`config.mk`:
```
export PLATFORM = sky130hd
export DESIGN_NAME = vec_decode_cfg
export DESIGN_NICKNAME = d
export VERILOG_FILES = /design/src/rtl/vec_decode_cfg.sv
export SDC_FILE = /design/constraint.sdc
export NUM_CORES = 1
export LEC_CHECK = 0
export CAP_MARGIN = 20
export CORE_MARGIN = 2
export CORE_UTILIZATION = 44
export CTS_CLUSTER_DIAMETER = 50
export DETAILED_ROUTE_END_ITERATION = 16
export GPL_TIMING_DRIVEN = 1
export PLACE_DENSITY = 0.81
export SLEW_MARGIN = 20
export SYNTH_ARGS = -nofsm -noshare
export SYNTH_HDL_FRONTEND = slang
export SYNTH_SLANG_ARGS = --single-unit
```
`constraint.sdc`:
```
create_clock -name clk -period 6.3 [get_ports clk]
set_input_delay 1.26 -clock clk [delete_from_list [all_inputs] [get_ports clk]]
set_output_delay 1.26 -clock clk [all_outputs]
set_load 0.05 [all_outputs]
```
`src/rtl/vec_decode_cfg.sv`:
```
// Registered vector instruction decoder with vl/vtype configuration state.
// One instruction per cycle in, one-entry decode packet out, vset* executed in place.
module vec_decode_cfg #(
    parameter int XLEN = 32,
    parameter int VLEN = 512,
    parameter int ELEN = 32,
    parameter int VL_W = $clog2(VLEN) + 1
) (
    input  logic            clk,
    input  logic            reset,
    input  logic            inst_valid,
    output logic            inst_ready,
    input  logic [31:0]     vec_inst,
    input  logic [XLEN-1:0] rs1_data,
    input  logic [XLEN-1:0] rs2_data,
    output logic            out_valid,
    input  logic            out_ready,
    output logic            is_vec,
    output logic            illegal,
    output logic            is_cfg,
    output logic            is_load,
    output logic [4:0]      vd_addr,
    output logic [4:0]      vs1_addr,
    output logic [4:0]      vs2_addr,
    output logic [XLEN-1:0] vec_imm,
    output logic            vec_mask,
    output logic [2:0]      width,
    output logic [1:0]      mop,
    output logic [2:0]      nf,
    output logic            mew,
    output logic [XLEN-1:0] scalar1,
    output logic [XLEN-1:0] scalar2,
    output logic [XLEN-1:0] rd_wdata,
    output logic [VL_W-1:0] vl,
    output logic [XLEN-1:0] vtype
);

    localparam logic [6:0]      OPC_V      = 7'h57;
    localparam logic [6:0]      OPC_LD     = 7'h07;
    localparam logic [XLEN-1:0] VTYPE_VILL = {1'b1, {(XLEN-1){1'b0}}};

    typedef struct packed {
        logic            is_vec;
        logic            illegal;
        logic            is_cfg;
        logic            is_load;
        logic [4:0]      vd_addr;
        logic [4:0]      vs1_addr;
        logic [4:0]      vs2_addr;
        logic [XLEN-1:0] vec_imm;
        logic            vec_mask;
        logic [2:0]      width;
        logic [1:0]      mop;
        logic [2:0]      nf;
        logic            mew;
        logic [XLEN-1:0] scalar1;
        logic [XLEN-1:0] scalar2;
        logic [XLEN-1:0] rd_wdata;
    } pkt_t;

    pkt_t            pkt_q, pkt_d, dec;
    logic            out_valid_q, out_valid_d;
    logic [VL_W-1:0] vl_q, vl_d;
    logic [XLEN-1:0] vtype_q, vtype_d;
    logic            accept;

    logic [6:0] opcode;
    logic [2:0] funct3;
    logic [4:0] rd, rs1, rs2f;

    assign opcode = vec_inst[6:0];
    assign funct3 = vec_inst[14:12];
    assign rd     = vec_inst[11:7];
    assign rs1    = vec_inst[19:15];
    assign rs2f   = vec_inst[24:20];

    // Elements per register at LMUL=1 for each supported vsew encoding
    logic [VL_W-1:0] elems_per_reg [4];
    genvar gi;
    generate
        for (gi = 0; gi < 4; gi++) begin : g_sew
            assign elems_per_reg[gi] = VL_W'(VLEN >> (gi + 3));
        end
    endgenerate

    logic            cfg_vli, cfg_ivli, cfg_vl, cfg_ok;
    logic [XLEN-1:0] cfg_vtype, avl, vlmax_x, old_vl_x, new_vl_x;
    logic [2:0]      vlmul, vsew;
    logic [31:0]     sew_bits;
    logic            vtype_legal;
    logic [VL_W-1:0] vlmax;

    always_comb begin
        cfg_vli  = !vec_inst[31];
        cfg_ivli = (vec_inst[31:30] == 2'b11);
        cfg_vl   = (vec_inst[31:25] == 7'b1000000);
        cfg_ok   = cfg_vli || cfg_ivli || cfg_vl;

        if (cfg_vli) begin
            cfg_vtype = XLEN'(vec_inst[30:20]);
        end else if (cfg_ivli) begin
            cfg_vtype = XLEN'(vec_inst[29:20]);
        end else begin
            cfg_vtype = rs2_data;
        end

        vlmul    = cfg_vtype[2:0];
        vsew     = cfg_vtype[5:3];
        sew_bits = 32'd8 << vsew;

        // A requested vill bit is treated like any other reserved bit
        vtype_legal = (vlmul != 3'b100) && (sew_bits <= 32'(ELEN)) && !(|cfg_vtype[XLEN-1:8]);
        if (vlmul[2] && ((sew_bits << (4'd8 - {1'b0, vlmul})) > 32'(ELEN))) begin
            vtype_legal = 1'b0;
        end

        if (vlmul[2]) begin
            vlmax = elems_per_reg[vsew[1:0]] >> (4'd8 - {1'b0, vlmul});
        end else begin
            vlmax = elems_per_reg[vsew[1:0]] << vlmul[1:0];
        end

        vlmax_x  = {{(XLEN-VL_W){1'b0}}, vlmax};
        old_vl_x = {{(XLEN-VL_W){1'b0}}, vl_q};
        avl      = cfg_ivli ? XLEN'(vec_inst[19:15]) : rs1_data;

        if (!cfg_ivli && (rs1 == 5'd0)) begin
            if (rd != 5'd0) begin
                new_vl_x = vlmax_x;
            end else begin
                new_vl_x = (old_vl_x < vlmax_x) ? old_vl_x : vlmax_x;
            end
        end else begin
            new_vl_x = (avl < vlmax_x) ? avl : vlmax_x;
        end
    end

    always_comb begin
        dec = '0;
        if (opcode == OPC_V) begin
            dec.is_vec = 1'b1;
            case (funct3)
                3'b000, 3'b011, 3'b100: begin
                    dec.illegal  = vtype_q[XLEN-1];
                    dec.vd_addr  = rd;
                    dec.vs2_addr = rs2f;
                    dec.vec_mask = vec_inst[25];
                    if (funct3 == 3'b000) begin
                        dec.vs1_addr = rs1;
                    end
                    if (funct3 == 3'b011) begin
                        dec.vec_imm = {{(XLEN-5){vec_inst[19]}}, vec_inst[19:15]};
                    end
                end
                3'b111: begin
                    dec.is_cfg  = 1'b1;
                    dec.vd_addr = rd;
                    if (!cfg_ok) begin
                        dec.illegal = 1'b1;
                    end else if (vtype_legal) begin
                        dec.rd_wdata = new_vl_x;
                    end
                end
                default: dec.illegal = 1'b1;
            endcase
        end else if (opcode == OPC_LD) begin
            dec.is_vec   = 1'b1;
            dec.is_load  = 1'b1;
            dec.vd_addr  = rd;
            dec.vec_mask = vec_inst[25];
            dec.width    = funct3;
            dec.mop      = vec_inst[27:26];
            dec.mew      = vec_inst[28];
            dec.nf       = vec_inst[31:29];
            dec.scalar1  = rs1_data;
            case (vec_inst[27:26])
                2'b00:   dec.scalar2  = XLEN'(rs2f);
                2'b10:   dec.scalar2  = rs2_data;
                default: dec.vs2_addr = rs2f;
            endcase
        end
    end

    assign inst_ready = !out_valid_q || out_ready;

    // CSRs change on the accepting edge so the very next instruction sees them
    always_comb begin
        accept      = inst_valid && inst_ready;
        out_valid_d = out_valid_q;
        pkt_d       = pkt_q;
        vl_d        = vl_q;
        vtype_d     = vtype_q;
        if (accept) begin
            out_valid_d = 1'b1;
            pkt_d       = dec;
            if ((opcode == OPC_V) && (funct3 == 3'b111) && cfg_ok) begin
                if (vtype_legal) begin
                    vtype_d = cfg_vtype;
                    vl_d    = new_vl_x[VL_W-1:0];
                end else begin
                    vtype_d = VTYPE_VILL;
                    vl_d    = '0;
                end
            end
        end else if (out_ready) begin
            out_valid_d = 1'b0;
        end
    end

    always_ff @(posedge clk) begin
        if (reset) begin
            out_valid_q <= 1'b0;
            pkt_q       <= '0;
            vl_q        <= '0;
            vtype_q     <= VTYPE_VILL;
        end else begin
            out_valid_q <= out_valid_d;
            pkt_q       <= pkt_d;
            vl_q        <= vl_d;
            vtype_q     <= vtype_d;
        end
    end

    assign out_valid = out_valid_q;
    assign is_vec    = pkt_q.is_vec;
    assign illegal   = pkt_q.illegal;
    assign is_cfg    = pkt_q.is_cfg;
    assign is_load   = pkt_q.is_load;
    assign vd_addr   = pkt_q.vd_addr;
    assign vs1_addr  = pkt_q.vs1_addr;
    assign vs2_addr  = pkt_q.vs2_addr;
    assign vec_imm   = pkt_q.vec_imm;
    assign vec_mask  = pkt_q.vec_mask;
    assign width     = pkt_q.width;
    assign mop       = pkt_q.mop;
    assign nf        = pkt_q.nf;
    assign mew       = pkt_q.mew;
    assign scalar1   = pkt_q.scalar1;
    assign scalar2   = pkt_q.scalar2;
    assign rd_wdata  = pkt_q.rd_wdata;
    assign vl        = vl_q;
    assign vtype     = vtype_q;

endmodule

```
# Yosys cells after proc, flatten, opt, wreduce, memory -nomap -nowiden
# Index checks and enable logic that the tools add are counted.
[classes]
add_sub_neg = 1
magnitude_cmp = 5
eq_ne = 9
n_shift = 4
muxes = 42
bitwise = 1
reduce_logical = 24
[ops]
columns = ["op", "n"]
rows = [
  ["32-bit two-way mux", 12],
  ["74-bit two-way mux", 1],
  ["73-bit two-way mux", 1],
  ["32-bit one-hot mux with 2 select lines", 1],
  ["10-bit two-way mux", 6],
  ["43-bit two-way mux", 1],
  ["5-bit two-way mux", 7],
  ["32-bit by 6-bit greater-than comparator with 1-bit output (second input constant)", 1],
  ["32-bit by 6-bit less-or-equal comparator with 1-bit output (second input constant)", 1],
  ["32-bit by 10-bit < comparator with 1-bit output", 1],
  ["32-bit by 4-bit left shift with 32-bit output", 1],
  ["4-bit by 3-bit left shift with 32-bit output (first input constant)", 1],
  ["24-bit OR reduction", 1],
  ["10-bit binary-select mux with 2-bit select", 1],
  ["7-bit == test (second input constant)", 2],
  ["10-bit < comparator", 1],
  ["10-bit by 2-bit left shift with 10-bit output", 1],
  ["10-bit by 4-bit >> shifter with 10-bit output", 1],
  ["1-bit two-way mux", 9],
  ["7-bit by 3-bit == test with 1-bit output (second input constant)", 1],
  ["1-bit logical AND", 7],
  ["3-bit == test (second input constant)", 2],
  ["6-bit two-way mux", 1],
  ["5-bit zero test", 1],
  ["18 further kinds", 24],
]
[totals]
ff_bits = 200
input_bits = 100
out_inout_bits = 201
wordCells = 105

# Longest topological paths before layout
[logic_depth]
depth_word = 17
depth_mapped = 21
ltp_nobuf = 18

# Worst setup path before layout
# No wires, ideal clock.
[synth_timing]
path_type = "input port to flip-flop"
startpoint = "input vec_inst[30]"
endpoint = "register vl_q[6], in the netlist vl[6]"
t_arrival_ns = 5.388
required_ns = 6.241
setup_slack_ns = 0.854
path_stages = 19
path_buffers = 3
path_cell_list = "nand2b_1 -> buf_6 -> mux2i_1 -> inv_1 -> buf_2 -> ha_1 -> clkbuf_1 -> inv_1 -> o41ai_1 -> o22ai_1 -> ha_1 -> nand4_1 -> nor4_1 -> o21ai_0 -> o21ai_0 -> a211oi_4 -> or2_2 -> a311oi_1 -> a21o_1"
[synth_between]
elab_chain_len = 14
[synth_rtl]
columns = ["item", "line", "source"]
rows = [
  ["from (decl)", "13", "input logic [31:0] vec_inst,"],
  ["parallel branches: the longest is 14 deep, another holds 32-bit by 10-bit < comparator with 1-bit output", "--", ""],
  ["to (signal assigned)", "219", "vl_q <= vl_d;"],
  ["to (decl)", "63", "logic [VL_W-1:0] vl_q, vl_d;"],
]
# Parallel ways; which one is timed is not known. The select of a mux whose other input is x is not followed.
# A chain may end at the register's enable or synchronous reset.

# Final worst setup path
[layout_timing]
startpoint = "input vec_inst[30]"
endpoint = "register vl_q[3], in the netlist vl[3]"
# Same word-level chain as after synthesis.

==> results by group <==
Outcome
  • Status: complete, no violations

STA
  • Tightest Pin Transition: 1090 ps
  • Skew final: 6.62 ps
  • Post-layout minimum cycle time: 5760 ps
  • Max transition margin: 27.0%
  • Ratio of final minimum period to clock period: 91.5%
  • Final Hold Fails: 0
  • Setup repair after global routing missed its margin: false
  • Final max-slew violation count: 0
  • Post-route setup TNS: 0 ps
  • Min setup slack post-route: 538 ps
  • Peak Freq: 174 MHz
  • Number of setup violations in the final report: 0

Power and ir drop
  • Power per unit of standard cell area: 222 nW/um^2
  • PnR Total Power: 2.49 mW
  • Static leakage: 4.32 nW
  • Worst IR Drop VDD: 207 uV

Floorplan
  • Vert. Die Dim: 135 um
  • Initial cell density of the core: 44.5%
  • Die footprint: 18300 sq um
  • Number of placement rows: 48
  • X dimension of the die: 135 um
  • # IOs: 301
  • Total core area: 17100 sq um

Place
  • Port Buf Inserts: 300
  • Dpl ws: 150 ps
  • Final weighted congestion of routability-driven global placement: 0.890
  • Placed cell count: 1293
  • Detailed placer's ending HPWL: 17800 um
  • Post-detailed-placement cell area: 10500 sq um

Clocking
  • Clock Pin Slew Worst Setup and Hold Paths: 70 ps
  • CTS root buffer: clkbuf_16
  • CTS buffer count: 17
  • Clock insertion delay at the later pin of the skew report: 430 ps
  • CTS hold repair buffers: 0
  • Total number of clock tree sinks: 173
  • Post-CTS setup repair buffer count: 0
  • Cells resized by post-CTS repair: 0
  • CTS tree: done
  • Number of levels the H-tree was split into: 4
  • Maximum root-to-sink buffer count: 2

Cells and area
  • Final Instance Area: 11200 sq um
  • Filler Cells Inserted: 1403
  • Layout area overhead: 47.2%
  • Net count reported at finish: 1209
  • Fraction of final layout cells with drive strength greater than 1: 6.73%
  • Non-Filler Instances: 1326

Worst hold path
  • Cell count of the worst hold path: 2
  • Class of the worst hold path: flop to flop

Worst setup path
  • Worst Setup End Kind: flop
  • Worst setup path category: primary input to flop
  • Startpoint kind of the worst setup timing path: primary input
  • Maximum fanout encountered on the critical timing path: 15
  • CP Data Required Time: 6680 ps
  • Worst R2R Path Depth: 8
  • Arrival @ worst endpoint: 6140 ps

Global routing
  • Total routing resource utilization after global routing: 26.1%
  • Pin count of the biggest net entering global routing: 110
  • Wire length of the first global-routing pass: 37400 um
  • Total grt overflow: 0
  • Initial antenna violation count: 1
  • Via count of the first global-routing pass: 6810

Synth
  • Area fraction of the dominant cell type after synthesis: 45.6%
  • Number of unique standard cell types used by synthesis: 61
  • Synth Flop Type: dfxtp_1
  • Total of flip-flops plus latches after synthesis: 173
  • Syn avg cell area: 9.03 sq um
  • Share of flip-flops with an asynchronous set or reset: 0%
  • Post-Syn Area: 7590 sq um
  • Most instantiated cells after synthesis: dfxtp_1 (173), nor2_1 (118), a22oi_1 (100)
  • Yosys top cell by area: dfxtp_1
  • Net Count, Synth: 963
  • Number of standard cells after synthesis: 841
  • Synth Warn #: 0
  • Top post-synthesis cells by area: dfxtp_1 (46%), a22oi_1 (9.9%), nor2_1 (5.8%), and3_1 (4.0%), ha_1 (3.6%)
  • EDFF count, synth: 0
  • Part of the Yosys area used for sequential elements: 45.6%
  • Library cell with the highest instance count after synthesis: dfxtp_1

Detailed routing
  • Total via count in the routed design: 7331
  • Post-DR vias/cell: 5.53
  • Number of remaining DRC errors: 0
  • Total routed wirelength: 24700 um
  • Average wire per cell in the routed design: 18.7 um
  • Detailed Route Iter0 Violations: 561
  • First-pass detailed-route iteration total: 5
  • Number of antenna-violating nets in the routed design: 0

Run
  • Max-capacitance violation count: 0
worst paths after layout:
check                     from          end  slack (ps)
setup / recovery  vec_inst[30]        vl[3]         540
hold / removal          is_vec       is_vec         450
setup reg to reg     out_valid  rd_wdata[4]        3380
hold reg to reg         is_vec       is_vec         450
cells by family (layout without fill, tap and decap cells):
kind of cell             after synthesis  in the layout  share of synthesized area, %
AO/OA/AOI/OAI                        193            193                          18.9
AND/OR/NAND/NOR                      311            311                          19.7
multiplexers                          34             34                          4.96
flip-flops                           173            173                          45.6
adder cells (fa/ha/maj)               22             22                          3.62
XOR/XNOR                               3              3                         0.346
buffers and inverters                105            364                          6.94
other                                  0              1                             0
sequential cells by signal, indices dropped and copies added, names as in the netlist:
name	count
vl	10
vd_addr	5
is_cfg	1
nf	3
mew	1
scalar2	32
vec_mask	1
vec_imm	5
vs1_addr	5
illegal	1
scalar1	32
is_load	1
is_vec	1
vtype	32
out_valid	1
rd_wdata	32
vs2_addr	5
mop	2
width	3
per-layer routing:
layer | global-route usage, % | up-vias | part of all wire [%]
met4 | 10.7 | 0 | 3.1
li1 | - | 3505 | -
met2 | 42.0 | 311 | 47
met5 | 0 | - | 0
met3 | 7.52 | 46 | 7.8
met1 | 32.8 | 3469 | 42
metrics by stage:
step | utilization [%] | hold slack [ps]
2_1_floorplan | - | 656
3_3_place_gp | 61.8 | 433
3_5_place_dp | 61.8 | 441
4_1_cts | 65.5 | 454
5_1_grt | 65.6 | 469
6_report | 65.6 | 454
power breakdown:
group | internal (mW) | switching (mW)
Clock | 0.582 | 0.530
Combinational | 0.119 | 0.161
Sequential | 1.09 | 0.000618
Total | 1.79 | 0.692
critical path: stages:
cell and delay (ps):
clkdlybuf4s50_1 630, and2b_1 270, mux2_2 290, inv_1 100, ha_1 190, ha_1 400
inv_1 110, o41ai_1 360, o22ai_1 230, ha_1 330, nand4_1 100, nor4_1 580
o21ai_0 160, o21ai_0 180, a211oi_4 160, or2_2 340, a311oi_2 330, a21o_1 120
final cells by class:
cell class | instances | area [sq um] | share of cell area [%]
timing repair buffer | 314 | 3110 | 27.8
inverter | 18 | 67.6 | 0.604
tap | 225 | 282 | 2.52
clock buffer | 17 | 425 | 3.80
sequential | 173 | 3460 | 31.0
multi-input combinational | 563 | 3620 | 32.4
antenna | 1 | 2.50 | 0.0224
clock inverter | 15 | 213 | 1.90
cells in the final DEF, fill, tap and decap left out, types with 5 or more instances in the layout:
master           count
nor2_1             117
nor2b_1              5
clkdlybuf4s50_1    299
buf_4               14
nor3_1              16
nand2_1             54
a21o_1              12
inv_8                6
clkinv_8             6
o21ai_0             12
a211oi_1             5
ha_1                22
and3_1              49
nand2b_1             8
o21ai_1              6
a22oi_1            100
a21oi_1             23
nand4_1              7
inv_1               17
mux2i_1             20
nor4_1              14
clkbuf_16           17
and2_1               8
dfxtp_1            173
nand3_1             13
mux2_2               9
nor3b_1              5
Power figures use the tool's default switching activity.
